**src/rtl/alu_pkg.sv**
```systemverilog
// Shared ALU constants: datapath widths, opcode encoding and flag bit positions.
package alu_pkg;

  localparam int DATA_W = 16;
  localparam int OP_W   = 4;
  localparam int FLAG_W = 4;

  typedef enum logic [OP_W-1:0] {
    OP_ADD   = 4'b0000,
    OP_SUB   = 4'b0001,
    OP_AND   = 4'b0010,
    OP_OR    = 4'b0011,
    OP_XOR   = 4'b0100,
    OP_NOT   = 4'b0101,
    OP_SHL   = 4'b0110,
    OP_SHR   = 4'b0111,
    OP_INC   = 4'b1000,
    OP_DEC   = 4'b1001,
    OP_CMP   = 4'b1010,
    OP_ROL   = 4'b1011,
    OP_ROR   = 4'b1100,
    OP_PASSA = 4'b1101,
    OP_PASSB = 4'b1110,
    OP_ZERO  = 4'b1111
  } alu_op_e;

  localparam int FLG_C = 3;
  localparam int FLG_Z = 2;
  localparam int FLG_V = 1;
  localparam int FLG_N = 0;

  // Gathers the four ALU flag wires into the {C,Z,V,N} vector carried downstream.
  function automatic logic [FLAG_W-1:0] pack_flags(input logic c, input logic z,
                                                   input logic v, input logic n);
    logic [FLAG_W-1:0] f;
    f        = '0;
    f[FLG_C] = c;
    f[FLG_Z] = z;
    f[FLG_V] = v;
    f[FLG_N] = n;
    return f;
  endfunction

endpackage

```
**src/rtl/alu_cmd_fifo.sv**
```systemverilog
// Generic synchronous FIFO with occupancy count; push when full and pop when empty are ignored.
module alu_cmd_fifo #(
  parameter int WIDTH = 36,
  parameter int DEPTH = 4
) (
  input  logic                     clk,
  input  logic                     rst,
  input  logic                     push_i,
  input  logic [WIDTH-1:0]         wdata_i,
  input  logic                     pop_i,
  output logic [WIDTH-1:0]         rdata_o,
  output logic                     full_o,
  output logic                     empty_o,
  output logic [$clog2(DEPTH):0]   count_o
);

  localparam int AW = $clog2(DEPTH);

  logic [WIDTH-1:0] mem_q [DEPTH];
  logic [AW-1:0]    wr_ptr_q, wr_ptr_d;
  logic [AW-1:0]    rd_ptr_q, rd_ptr_d;
  logic [AW:0]      count_q, count_d;
  logic             push_ok, pop_ok;

  assign full_o  = (count_q == (AW+1)'(DEPTH));
  assign empty_o = (count_q == '0);
  assign push_ok = push_i && !full_o;
  assign pop_ok  = pop_i && !empty_o;
  assign rdata_o = mem_q[rd_ptr_q];
  assign count_o = count_q;

  always_comb begin
    // NOTE: every next-state variable takes its current value first, so no path leaves it unassigned and no latch is inferred.
    wr_ptr_d = wr_ptr_q;
    rd_ptr_d = rd_ptr_q;
    count_d  = count_q;
    if (push_ok) wr_ptr_d = wr_ptr_q + 1'b1;
    if (pop_ok)  rd_ptr_d = rd_ptr_q + 1'b1;
    case ({push_ok, pop_ok})
      2'b10:   count_d = count_q + 1'b1;
      2'b01:   count_d = count_q - 1'b1;
      default: count_d = count_q;
    endcase
  end

  // NOTE: sequential state uses non-blocking assignments so every register samples pre-edge values.
  always_ff @(posedge clk or posedge rst) begin
    if (rst) begin
      wr_ptr_q <= '0;
      rd_ptr_q <= '0;
      count_q  <= '0;
    end else begin
      wr_ptr_q <= wr_ptr_d;
      rd_ptr_q <= rd_ptr_d;
      count_q  <= count_d;
    end
  end

  // NOTE: storage is deliberately not reset; count and pointers alone decide which entries are live.
  always_ff @(posedge clk) begin
    if (push_ok) mem_q[wr_ptr_q] <= wdata_i;
  end

endmodule

```
**src/rtl/alu_cmd_issue.sv**
```systemverilog
// Command FIFO -> registered ALU issue stage -> registered result stage with valid/ready backpressure.
// Build option ALU_STICKY_FLAGS_EN adds sticky_clr / sticky_flags accumulating flags of consumed results.
module alu_cmd_issue #(
  parameter int DATA_W     = alu_pkg::DATA_W,
  parameter int OP_W       = alu_pkg::OP_W,
  parameter int FIFO_DEPTH = 4
) (
  input  logic                          clk,
  input  logic                          rst,
  input  logic                          in_valid,
  output logic                          in_ready,
  input  logic [OP_W-1:0]               in_opcode,
  input  logic [DATA_W-1:0]             in_a,
  input  logic [DATA_W-1:0]             in_b,
  output logic [OP_W-1:0]               alu_opcode,
  output logic [DATA_W-1:0]             alu_a,
  output logic [DATA_W-1:0]             alu_b,
  input  logic [DATA_W-1:0]             alu_result,
  input  logic                          alu_carry,
  input  logic                          alu_zero,
  input  logic                          alu_overflow,
  input  logic                          alu_negative,
  output logic                          out_valid,
  input  logic                          out_ready,
  output logic [DATA_W-1:0]             out_result,
  output logic [3:0]                    out_flags,
  output logic [$clog2(FIFO_DEPTH):0]   fifo_count
`ifdef ALU_STICKY_FLAGS_EN
  ,
  input  logic                          sticky_clr,
  output logic [3:0]                    sticky_flags
`endif
);

  import alu_pkg::*;

  localparam int CMD_W = OP_W + 2 * DATA_W;

  logic [CMD_W-1:0]  fifo_wdata, fifo_rdata;
  logic              fifo_full, fifo_empty;
  logic              push, pop;
  logic              out_adv, iss_adv;
  logic [FLAG_W-1:0] alu_flags;

  logic              iss_v_q, iss_v_d;
  logic [OP_W-1:0]   alu_op_q, alu_op_d;
  logic [DATA_W-1:0] alu_a_q, alu_a_d;
  logic [DATA_W-1:0] alu_b_q, alu_b_d;
  logic              out_valid_q, out_valid_d;
  logic [DATA_W-1:0] out_result_q, out_result_d;
  logic [FLAG_W-1:0] out_flags_q, out_flags_d;

  // in_ready looks only at occupancy, so a same-cycle pop never frees a slot for a push.
  assign in_ready   = !fifo_full;
  assign push       = in_valid && in_ready;
  assign fifo_wdata = {in_opcode, in_a, in_b};

  assign out_adv = !out_valid_q || out_ready;
  assign iss_adv = !iss_v_q || out_adv;
  assign pop     = iss_adv && !fifo_empty;

  assign alu_flags = pack_flags(alu_carry, alu_zero, alu_overflow, alu_negative);

  alu_cmd_fifo #(
    .WIDTH (CMD_W),
    .DEPTH (FIFO_DEPTH)
  ) u_fifo (
    .clk     (clk),
    .rst     (rst),
    .push_i  (push),
    .wdata_i (fifo_wdata),
    .pop_i   (pop),
    .rdata_o (fifo_rdata),
    .full_o  (fifo_full),
    .empty_o (fifo_empty),
    .count_o (fifo_count)
  );

  always_comb begin
    iss_v_d      = iss_v_q;
    alu_op_d     = alu_op_q;
    alu_a_d      = alu_a_q;
    alu_b_d      = alu_b_q;
    out_valid_d  = out_valid_q;
    out_result_d = out_result_q;
    out_flags_d  = out_flags_q;

    // A bubble in the issue stage clears out_valid but leaves the captured data untouched.
    if (out_adv) begin
      out_valid_d = iss_v_q;
      if (iss_v_q) begin
        out_result_d = alu_result;
        out_flags_d  = alu_flags;
      end
    end

    if (iss_adv) begin
      iss_v_d = !fifo_empty;
      if (!fifo_empty) {alu_op_d, alu_a_d, alu_b_d} = fifo_rdata;
    end
  end

  always_ff @(posedge clk or posedge rst) begin
    if (rst) begin
      iss_v_q      <= 1'b0;
      alu_op_q     <= '0;
      alu_a_q      <= '0;
      alu_b_q      <= '0;
      out_valid_q  <= 1'b0;
      out_result_q <= '0;
      out_flags_q  <= '0;
    end else begin
      iss_v_q      <= iss_v_d;
      alu_op_q     <= alu_op_d;
      alu_a_q      <= alu_a_d;
      alu_b_q      <= alu_b_d;
      out_valid_q  <= out_valid_d;
      out_result_q <= out_result_d;
      out_flags_q  <= out_flags_d;
    end
  end

  assign alu_opcode = alu_op_q;
  assign alu_a      = alu_a_q;
  assign alu_b      = alu_b_q;
  assign out_valid  = out_valid_q;
  assign out_result = out_result_q;
  assign out_flags  = out_flags_q;

`ifdef ALU_STICKY_FLAGS_EN
  logic [FLAG_W-1:0] sticky_q, sticky_d;

  // Clear has priority over accumulating the flags of a result consumed in the same cycle.
  always_comb begin
    sticky_d = sticky_q;
    if (sticky_clr)                    sticky_d = '0;
    else if (out_valid_q && out_ready) sticky_d = sticky_q | out_flags_q;
  end

  always_ff @(posedge clk or posedge rst) begin
    if (rst) sticky_q <= '0;
    else     sticky_q <= sticky_d;
  end

  assign sticky_flags = sticky_q;
`endif

endmodule

```
**config.mk**
```make
export PLATFORM = sky130hd
export DESIGN_NAME = alu_cmd_issue
export DESIGN_NICKNAME = d
export VERILOG_FILES = /design/src/rtl/alu_pkg.sv /design/src/rtl/alu_cmd_fifo.sv /design/src/rtl/alu_cmd_issue.sv
export SDC_FILE = /design/constraint.sdc
export NUM_CORES = 1
export LEC_CHECK = 0
export CAP_MARGIN = 20
export CORE_AREA = 2 2 129 256
export CTS_CLUSTER_DIAMETER = 50
export DETAILED_ROUTE_END_ITERATION = 7
export DIE_AREA = 0 0 131 258
export DONT_BUFFER_PORTS = 1
export GPL_TIMING_DRIVEN = 0
export PLACE_DENSITY_LB_ADDON = 0.1
export SYNTH_ARGS = -nofsm -noshare
export SYNTH_HDL_FRONTEND = slang
export SYNTH_SLANG_ARGS = --single-unit
```
**constraint.sdc**
```tcl
create_clock -name clk -period 6.9 [get_ports clk]
set_clock_uncertainty 0.15 [all_clocks]
set_input_delay 2.07 -clock clk [delete_from_list [all_inputs] [get_ports clk]]
set_output_delay 2.07 -clock clk [all_outputs]
set_load 0.1 [all_outputs]
```
[Word-level counts from Yosys, hierarchy flattened]
Memories as Yosys holds them, arrays and structs flattened. A register that Yosys moved wholly into a read port is not among the register bits.
Cells that the tools add are included.
Storage, ports and cells
  register bits after elaboration: 29
  memory bits (writable): 144
  logic and storage cells: 33
  memories: 1
Cells by class
  add/sub/neg operators: 4
  equality and inequality tests: 3
  muxes and demuxes: 3
  bitwise operators: 1
  reduce and logical (&&, ||, !) cells: 14
Memories
  u_fifo.mem_q: words 4, width 36, rd ports 1, clocked after Yosys merged registers in 1, write ports 1, RTL line alu_cmd_fifo.sv:19  | logic [WIDTH-1:0] mem_q [DEPTH];
Operators with widths (number)
  $pmux 3 s2: 1
  $add 2x1->2 const B: 2
  $logic_and 1x1->1: 4
  $logic_not 1->1: 4
  $reduce_and 2->1: 2
  $add 3x1->3 const B: 1
  $eq 3x3->1 const B: 1
  $logic_not 3->1: 1
  $sub 3x1->3 const B: 1
  $eq 2x1->1 const B: 1
  $eq 2x2->1 const B: 1
  $logic_or 1x1->1: 2
  $mux 1: 2
  $reduce_bool 2->1: 1
  $not 1->1: 1

[Longest topological paths before layout]
Gate-level depths: netlist of run 1.
  depth in word-level cells: 7
  gate-level depth with buffers: 9
  gate-level depth less buffers: 8

[By module]
A second synthesis of run 1 with hierarchy kept.
Second synthesis, totals
  cell total of the unflattened synthesis: 355
  area, all modules: 7965.1 um2
By module, submodules not included
  alu_cmd_fifo: instances 1, cells each 226, area each 5639.2 um2, sequential area each 4499.3 um2
  alu_cmd_issue: instances 1, cells each 129, area each 2326.0 um2, sequential area each 1451.4 um2

[Worst setup path before layout of run 1]
Ideal clock, no wire load.
  path kind: register to output
  start point: reg u_fifo.count_q[0], in the netlist u_fifo.count_o[0]
  end point: out in_ready
  arrival: 1.858 ns
  required time: 4.680 ns
  path slack: 2.822 ns
  cell stages (with the launch flop): 2
  path buffers: 0
  cell sequence: dfrtp_1 -> or3b_1
Between the ends
  longest elaborated chain between the ends: 2
RTL lines
  start, declared: RTL line alu_cmd_fifo.sv:22  | logic [AW:0] count_q, count_d;
  start signal, assigned: RTL line alu_cmd_fifo.sv:55  | count_q <= count_d;
  $eq 3x3->1: RTL line alu_cmd_fifo.sv:25  | assign full_o = (count_q == (AW+1)'(DEPTH));
  $logic_not 1->1: RTL line alu_cmd_issue.sv:54  | assign in_ready = !fifo_full;
  end, declared: RTL line alu_cmd_issue.sv:11  | output logic in_ready,
Every way passes these cells.

[Worst setup path in the final report of run 1]
Same ends and word-level chain as after synthesis.

==> results of run 1 <==
logic make-up (layout without fill, tap and decap cells):
family	count (synthesis)	count (layout)	share of synthesized area
buffers and inverters	18	65	0.0158
xor gates and xnor gates	6	6	0.00670
and+or+nand+nor	15	15	0.0126
adders and majority gates	6	6	0.0105
DFF	209	209	0.759
muxes	94	94	0.195
metrics by stage:
step | util | hold slack, ns
after floorplan | - | 0.307
after global routing | 0.290 | 0.364
final | 0.290 | 0.342
after detailed placement | 0.265 | 0.327
after CTS | 0.290 | 0.343
after global placement | 0.262 | 0.323
worst max path at each step:
stage | from | slack, ns | end
after floorplan | u_fifo.count_o[0] | 2.82 | in_ready
after global placement | rst | 1.81 | alu_b[8]
after detailed placement | u_fifo.count_o[0] | 2.69 | in_ready
after CTS | u_fifo.count_o[0] | 2.12 | in_ready
after global routing | u_fifo.count_o[0] | 2.09 | in_ready
final | u_fifo.count_o[0] | 2.17 | in_ready
synth_stat cells (all sizes together), types with 2 or more instances:
cell | n | area [um^2]
edfxtp | 144 | 4320
and3 | 4 | 25.0
and2 | 2 | 15.0
nand2b | 3 | 18.8
dfrtp | 65 | 1630
ha | 5 | 62.6
xor2 | 2 | 17.5
clkbuf | 4 | 15.0
buf | 10 | 93.8
inv | 4 | 15.0
mux2 | 58 | 721
mux4 | 36 | 811
xnor2 | 4 | 35.0
per-layer routing:
metal  GRT usage  wire (um)  vias to the layer above
li1            -          -                     1437
met1       0.104       5730                     1777
met2       0.199       9800                       82
met3      0.0298       1110                       25
met4      0.0405        432                        0
met5           0          0                        -
state kept, by name, indices dropped and copies added (netlist names):
name             flops
alu_a               16
u_fifo.count_o       3
u_fifo.rd_ptr_q      2
u_fifo.mem_q       144
alu_b               16
iss_v_q              1
out_flags            4
u_fifo.wr_ptr_q      2
out_result          16
alu_opcode           4
out_valid            1
area by class of cell:
class,count,area (um^2)
Clock buffer,33,653
Timing Repair Buffer,5,100
Buffer,14,109
Fill cell,3148,22700
Tap cell,427,534
Inverter,4,17.5
Clock inverter,9,135
Multi-Input combinational cell,121,1770
Sequential cell,209,5950
==> impl_metrics.yaml, run 1 <==
run_status:
  status: "finished, final reports clean"
cells_and_area:
  areaGrowthSynthToFinish_pct: 18.2
  instances_no_fill: 822
  drive_above_1_share: 0.385
  nets: 444
  mostFrequentLayoutCell: "edfxtp_1"
  stdcell_area_um2: 9270
  mostFrequentLayoutCells: "edfxtp_1 (144), dfrtp_1 (65), mux2_2 (40)"
  diodes: 0
worst_setup_path:
  critPathTopFamily: "flip-flops"
  slowest_delay_ns: 1.03
  rr_endpoint: "u_fifo.count_o[2]"
  cp-end-kind: "output port"
  critPathRequiredTime_ns: 4.68
  r2r_cells: 8
  crit_fanout: 6
  critPathArrivalTime_ns: 2.51
  path_depth: 1
  crit_slowest_cell: "dfrtp_1"
  critPathKind: "reg2out"
  worstPathCellList: "or3b_1"
  r2r_slack_ns: 3.25
  critPathLaunchType: "flop"
  regToRegStartpoint: "u_fifo.count_o[0]"
  critPathBufInv: 0
routing:
  routed_wl_um: 17100
  vias: 3321
  post_drt_wl_per_cell_um: 20.8
  drc_errors: 0
  via_per_inst: 4.04
  drtIter0Drc: 112
  first_pass_iters: 3
  ant_nets: 0
floorplan:
  die_area_um2: 33800
  die_h_um: 258
  start_util: 0.245
  rows: 93
  die_x_um: 131
  ios: 121
  core_um2: 32000
synth:
  avgSynthCellArea_um2: 22.5
  yosysSeqAreaShare: 0.759
  syn_area_um2: 7840
  ys_types: 25
  synth_nets: 414
  async_flop_share: 0.311
  ys_ff_latch: 209
  synth-edff-count: 144
  synth_cells: 348
  synthFlopType: "edfxtp_1"
  yosys_warnings: 0
sta:
  drv_slew: 0
  hold_viol: 0
  setup_violations: 0
  slew-limit-headroom: 0.275
  rsz0062_at_grt: "no"
  finalCritPeriodShare: 0.686
  fmax_ghz: 0.211
  worst_slew_pin_slew_ns: 1.09
  timing.final.ws_setup_ns: 2.17
  post-route-min-period_ns: 4.73
  setup_tns_ns: 0
clock_tree:
  root_buffer: "clkbuf_16"
  cts.path.max_buffers: 3
  clk_pin_slew_ns: 0.06
  cts.sinks: 209
  htree_levels: 1
  tritoncts: "yes"
  cts_resized: 0
  ctsHoldBuffers: 0
  cts_setup_buffers: 0
  numCtsBuffers: 23
  clock_latency_ns: 0.52
placed_design:
  place_congestion: 0.661
  port_buffers: 0
  preCtsSetupSlack_ns: 2.69
  dpl_cell_area_um2: 8480
  place_inst: 780
  dp_hpwl_um: 11200
hold_path:
  worstHoldStart: "iss_v_q"
  hold_end: "out_valid"
  holdPathStages: 1
  min_path_type: "reg2reg"
grt:
  grt_use_total: 0.105
  antenna_found_initial: 0
  grt_max_degree: 37
  grt_overflow: 0
  grt_pass1_wl_um: 25300
  grt_pass1_vias: 3782
run:
  max_cap_violations: 0
Power of run 1 is not shown: default switching activity piles up to over one toggle a cycle in this logic, so the estimate is an artifact.
==> run 2, diff against run 1 <==
==> constraint.sdc (replaced) <==
create_clock -name clk -period 4.38 [get_ports clk]
set_clock_uncertainty 0.15 [all_clocks]
set_input_delay 1.314 -clock clk [delete_from_list [all_inputs] [get_ports clk]]
set_output_delay 1.314 -clock clk [all_outputs]
set_load 0.1 [all_outputs]
==> results of run 2 <==
Same layout as run 1 (identical final DEF). Status: finished, final reports clean.
Main changes from that run: setup slack after placement 2.69 ns -> 0.712 ns; setup slack after layout 2.17 ns -> 0.402 ns; register-to-register setup slack 3.25 ns -> 0.73 ns
Power of run 2 is left out for the same reason.
==> run 3, diff against run 2 <==
--- a/config.mk
+++ b/config.mk
@@ -5,7 +5,6 @@
 export SDC_FILE = /design/constraint.sdc
 export NUM_CORES = 1
 export LEC_CHECK = 0
-export CAP_MARGIN = 20
 export CORE_AREA = 2 2 129 256
 export CTS_CLUSTER_DIAMETER = 50
 export DETAILED_ROUTE_END_ITERATION = 7
==> run 3 against run 2 <==
Net effect:
- cell area fell by 0.45%
- first-iteration DRC count fell by 0.89%
- utilization fell by 0.13 points
- clock-buffer cell count fell by 2
- sequential share of layout area rose by 0.29 points
- sequential cell count did not move
- non-clock buffer count did not move
- critical path type unchanged
- largest cell class unchanged
==> impl_metrics.yaml, run 3 (synthesized netlist as in run 1, its figures left out) <==
cells_and_area:
  areaGrowthSynthToFinish_pct: 17.7
  fillers: 3149
  largest_register_ffs: 144
  stdcell_area_um2: 9230
  nets: 443
  multi_input_area_um2: 1770
  mostFrequentLayoutCell: "edfxtp_1"
  top_register: "u_fifo.mem_q"
  drive_above_1_share: 0.384
  seqCellArea_um2: 5950
  diodes: 0
  mostFrequentLayoutCells: "edfxtp_1 (144), dfrtp_1 (65), mux2_2 (40)"
routing:
  drc_errors: 0
  ant_nets: 0
  vias: 3304
  post_drt_wl_per_cell_um: 20.7
  via_per_inst: 4.03
  first_pass_iters: 4
  routed_wl_um: 17000
  drtIter0Drc: 111
worst_setup_path:
  rr_endpoint: "u_fifo.count_o[2]"
  cp-end-kind: "output port"
  critPathArrivalTime_ns: 2.51
  r2r_slack_ns: 0.73
  critPathRequiredTime_ns: 2.92
  critPathTopFamily: "flip-flops"
  critPathBufInv: 0
  critPathKind: "reg2out"
  crit_fanout: 6
  crit_slowest_cell: "dfrtp_1"
  r2r_cells: 8
  critPathLaunchType: "flop"
  slowest_delay_ns: 1.03
  worstPathCellList: "or3b_1"
  regToRegStartpoint: "u_fifo.count_o[0]"
sta:
  worst_slew_pin_slew_ns: 1.09
  slew-limit-headroom: 0.276
  timing.final.ws_setup_ns: 0.402
  holdWs_ns: 0.339
  drv_slew: 0
  hold_viol: 0
  finalCritPeriodShare: 0.908
  rsz0062_at_grt: "no"
  post-route-min-period_ns: 3.98
  setup_violations: 0
  fmax_ghz: 0.251
clock_tree:
  htree_levels: 1
  cts.path.max_buffers: 3
  ctsHoldBuffers: 0
  clk_pin_slew_ns: 0.07
  numCtsBuffers: 22
  cts_resized: 0
  clock_latency_ns: 0.51
  cts_setup_buffers: 0
  tritoncts: "yes"
  cts.sinks: 209
  root_buffer: "clkbuf_16"
placed_design:
  dp_hpwl_um: 11200
  place_congestion: 0.661
  dpl_cell_area_um2: 8480
  port_buffers: 0
  preCtsSetupSlack_ns: 0.713
floorplan:
  core_um2: 32000
  ios: 121
  start_util: 0.245
  die_h_um: 258
  die_x_um: 131
  rows: 93
  die_area_um2: 33800
hold_path:
  min_path_type: "reg2reg"
  holdPathStages: 1
  hold_end: "out_valid"
  worstHoldStart: "iss_v_q"
grt:
  antenna_found_initial: 0
  grt_max_degree: 37
  grt_pass1_wl_um: 25200
  grt_use_total: 0.104
  grt_pass1_vias: 3810
  grt_overflow: 0
run:
  max_cap_violations: 0
run_status:
  status: "finished, final reports clean"
[run 3: how the worst max path moves through the flow]
stage	start	endpoint	slack, ns	depth (start not counted)
finish	u_fifo.count_o[0]	in_ready	0.40	1
global placement	u_fifo.count_o[0]	u_fifo.mem_q[0][3]	-0.25	2
CTS	u_fifo.count_o[0]	in_ready	0.36	1
global route	u_fifo.count_o[0]	in_ready	0.33	1
floorplan	u_fifo.count_o[0]	u_fifo.mem_q[0][0]	0.91	2
detailed placement	u_fifo.count_o[0]	u_fifo.count_o[2]	0.71	8
[run 3: layer usage]
| layer | up-vias | part of all wire | global-route usage | routed length [um] |
|---|---|---|---|---|
| met4 | 0 | 0.026 | 0.0396 | 444 |
| met3 | 22 | 0.066 | 0.0294 | 1110 |
| met2 | 87 | 0.57 | 0.198 | 9690 |
| met5 | - | 0 | 0 | 0 |
| met1 | 1763 | 0.34 | 0.103 | 5720 |
| li1 | 1432 | - | - | - |
[run 3: layout make-up]
cell class                 instances  share of cell area
sequential                       209               0.645
buffer                            14              0.0118
clock inverter                     9              0.0110
timing repair buffer               5              0.0108
multi-input combinational        121               0.192
tap                              427              0.0579
clock buffer                      31              0.0700
inverter                           4             0.00190
[run 3: through the flow]
stage	util	TNS, ns	cells
4_1_cts	0.288	0	820
5_1_grt	0.288	0	820
2_1_floorplan	-	0	348
6_report	0.288	0	820
3_5_place_dp	0.265	0	780
3_3_place_gp	0.262	-33.07	775
Power of run 3 is left out for the same reason.
==> patch (settings of run 3) <==
Register the output `fifo_count`, cleared by the reset; this adds one clock of latency there. The other outputs are not delayed to match.
--- a/src/rtl/alu_cmd_issue.sv
+++ b/src/rtl/alu_cmd_issue.sv
@@ -36,6 +36,8 @@
 
   localparam int CMD_W = OP_W + 2 * DATA_W;
 
+  logic [$clog2(FIFO_DEPTH):0] fifo_count_d;
+
   logic [CMD_W-1:0]  fifo_wdata, fifo_rdata;
   logic              fifo_full, fifo_empty;
   logic              push, pop;
@@ -73,7 +75,7 @@
     .rdata_o (fifo_rdata),
     .full_o  (fifo_full),
     .empty_o (fifo_empty),
-    .count_o (fifo_count)
+    .count_o (fifo_count_d)
   );
 
   always_comb begin
@@ -145,5 +147,13 @@
   assign sticky_flags = sticky_q;
 `endif
 
+  always_ff @(posedge clk or posedge rst) begin
+    if (rst) begin
+      fifo_count <= '0;
+    end else begin
+      fifo_count <= fifo_count_d;
+    end
+  end
+
 endmodule
 
Check against the original RTL: not equivalent (Yosys sat finds a counterexample within 4 cycles, from zero or initial values and one cycle with rst high).
==> patch against run 3 <==
  * Synthesized area grew 0.96%
  * Setup slack improved by 680 ps
  * Sequential cell count is 3 higher
  * First-iteration DRC count increased by 23%
  * Design area grew 0.83%
  * Non-clock buffer count unchanged
  * Count of clock-buffer cells in the layout is 1 higher
  * Cell count up 0.61%
  * Register-to-register slack improved by 590 ps
  * Utilization up 0.24 points
  * Highest routed layer unchanged
  * Wire length increased by 1.2%
  * Critical path depth is the same
Power is not shown: default switching activity piles up to over one toggle a cycle in this logic, so the estimate is an artifact.
==> patch: results (changes against run 3) <==
cts_made_buffers: 23  # was 22
place.gp.congestion: 0.624  # was 0.661
relSlewSlack_pct: 28.9  # was 27.6%
grt_pass1_vias: 3878  # was 3,810
largest_reg_flops: 144  # unchanged
yosys.area_share.adder_pct: 1.04  # was 1.05%
vias_per_cell: 4.13  # was 4.03
grt_max_degree: 50  # was 37
synthTopCellsByArea: "edfxtp_1, dfrtp_1, mux4_2"  # unchanged
grt_use_total_pct: 10.4  # about the same
dpl.hpwl_mm: 10.8  # was 11.2 mm
ctsResizeCount: 0  # unchanged
whs_path_depth: 0  # was 1
synthMuxAreaShare_pct: 19.3  # was 19.5%
r2r-end: "u_fifo.count_o[2]"  # unchanged
placed_cell_area_sq_mm: 0.00857  # was 0.00848 sq mm
hold_start: "u_fifo.count_o[2]"  # was iss_v_q
r2r_slack_ps: 1320  # was 730 ps
syn_nets: 417  # was 414
cts-root-buf: "clkbuf_16"  # unchanged
worst_path_largest_cell_delay_ps: 870  # was 1030 ps
synthArstFlopShare_pct: 32.1  # was 31.1%
slowest_stage: "or3b_1"  # was dfrtp_1
crit_arrival_ps: 1830  # was 2510 ps
status: "complete, no violations"  # unchanged
cts_setup_buffers: 0  # unchanged
rr_startpoint: "out_valid"  # was u_fifo.count_o[0]
hold_end: "fifo_count[2]"  # was out_valid
hp-class: "register to register"  # unchanged
clock_latency_ps: 520
ys_top_cells_by_count: "edfxtp_1, dfrtp_1, mux2_2"  # unchanged
wirelength_mm: 17.2  # was 17.0 mm
drtIter0Drc: 136  # was 111
top_register: "u_fifo.mem_q"  # unchanged
syn_inst: 351  # was 348
vias: 3408  # was 3,304
antenna_found_initial: 0  # unchanged
dp.cells: 783  # was 780
final_nets: 447  # was 443
drive_gt1_share_pct: 37.9  # was 38.4%
grt_pass1_wl_mm: 25.3  # was 25.2 mm
seq_area_frac_synth_pct: 76.1  # was 75.9%
reg2reg_depth: 9  # was 8
cp_top_family: "simple AND/OR/NAND/NOR gates"  # was flip-flops
synth_xor_area_share_pct: 0.664  # was 0.670%
patch: cell count changes in the layout (fill, tap and decap cells not counted), sizes merged:
cell      before  now
bufinv         2    0
clkbuf        35   36
clkinvlp       0    2
dfrtp         65   68
inv            6    7
patch: area by class of cell:
cell class | count | area, sq um
inverter | 4 | 17.5
timing repair buffer | 5 | 115
clock inverter | 10 | 72.6
sequential | 212 | 6030
tap | 427 | 534
buffer | 14 | 109
multi-input combinational | 121 | 1770
clock buffer | 32 | 661
fill | 3134 | 22700
patch: layer usage:
metal / global-route usage, % / wire [um] / vias up
met5: 0 / 0 / -
met4: 4.96 / 598 / 0
met3: 2.63 / 1090 / 31
met2: 19.1 / 9530 / 104
met1: 10.8 / 5950 / 1828
li1: - / - / 1445
patch: through the flow:
step / setup TNS (ps) / utilization [%] / worst slack (ps) / hold slack (ps)
global route: 0 / 29.1 / 993 / 330
CTS: 0 / 29.1 / 1040 / 299
global placement: -8560 / 26.4 / -144 / 282
floorplan: 0 / - / 1200 / 254
detailed placement: 0 / 26.8 / 1010 / 283
finish: 0 / 29.1 / 1080 / 303
patch: how the worst max path moves through the flow:
stage	from	to	cells past startpoint	slack, ps
after CTS	u_fifo.count_o[0]	in_ready	1	1040
after global routing	u_fifo.count_o[0]	in_ready	1	990
after detailed placement	out_ready	u_fifo.count_o[2]	9	1010
after floorplan	rst	alu_a[0]	1	1200
after global placement	rst	alu_a[5]	1	-140
final	u_fifo.count_o[0]	in_ready	1	1080
patch: kinds of logic after synthesis:
kind of cell,Yosys count
xor gates and xnor gates,6
muxes,94
adders and majority gates,6
and+or+nand+nor,15
DFF,212
buffers and inverters,18
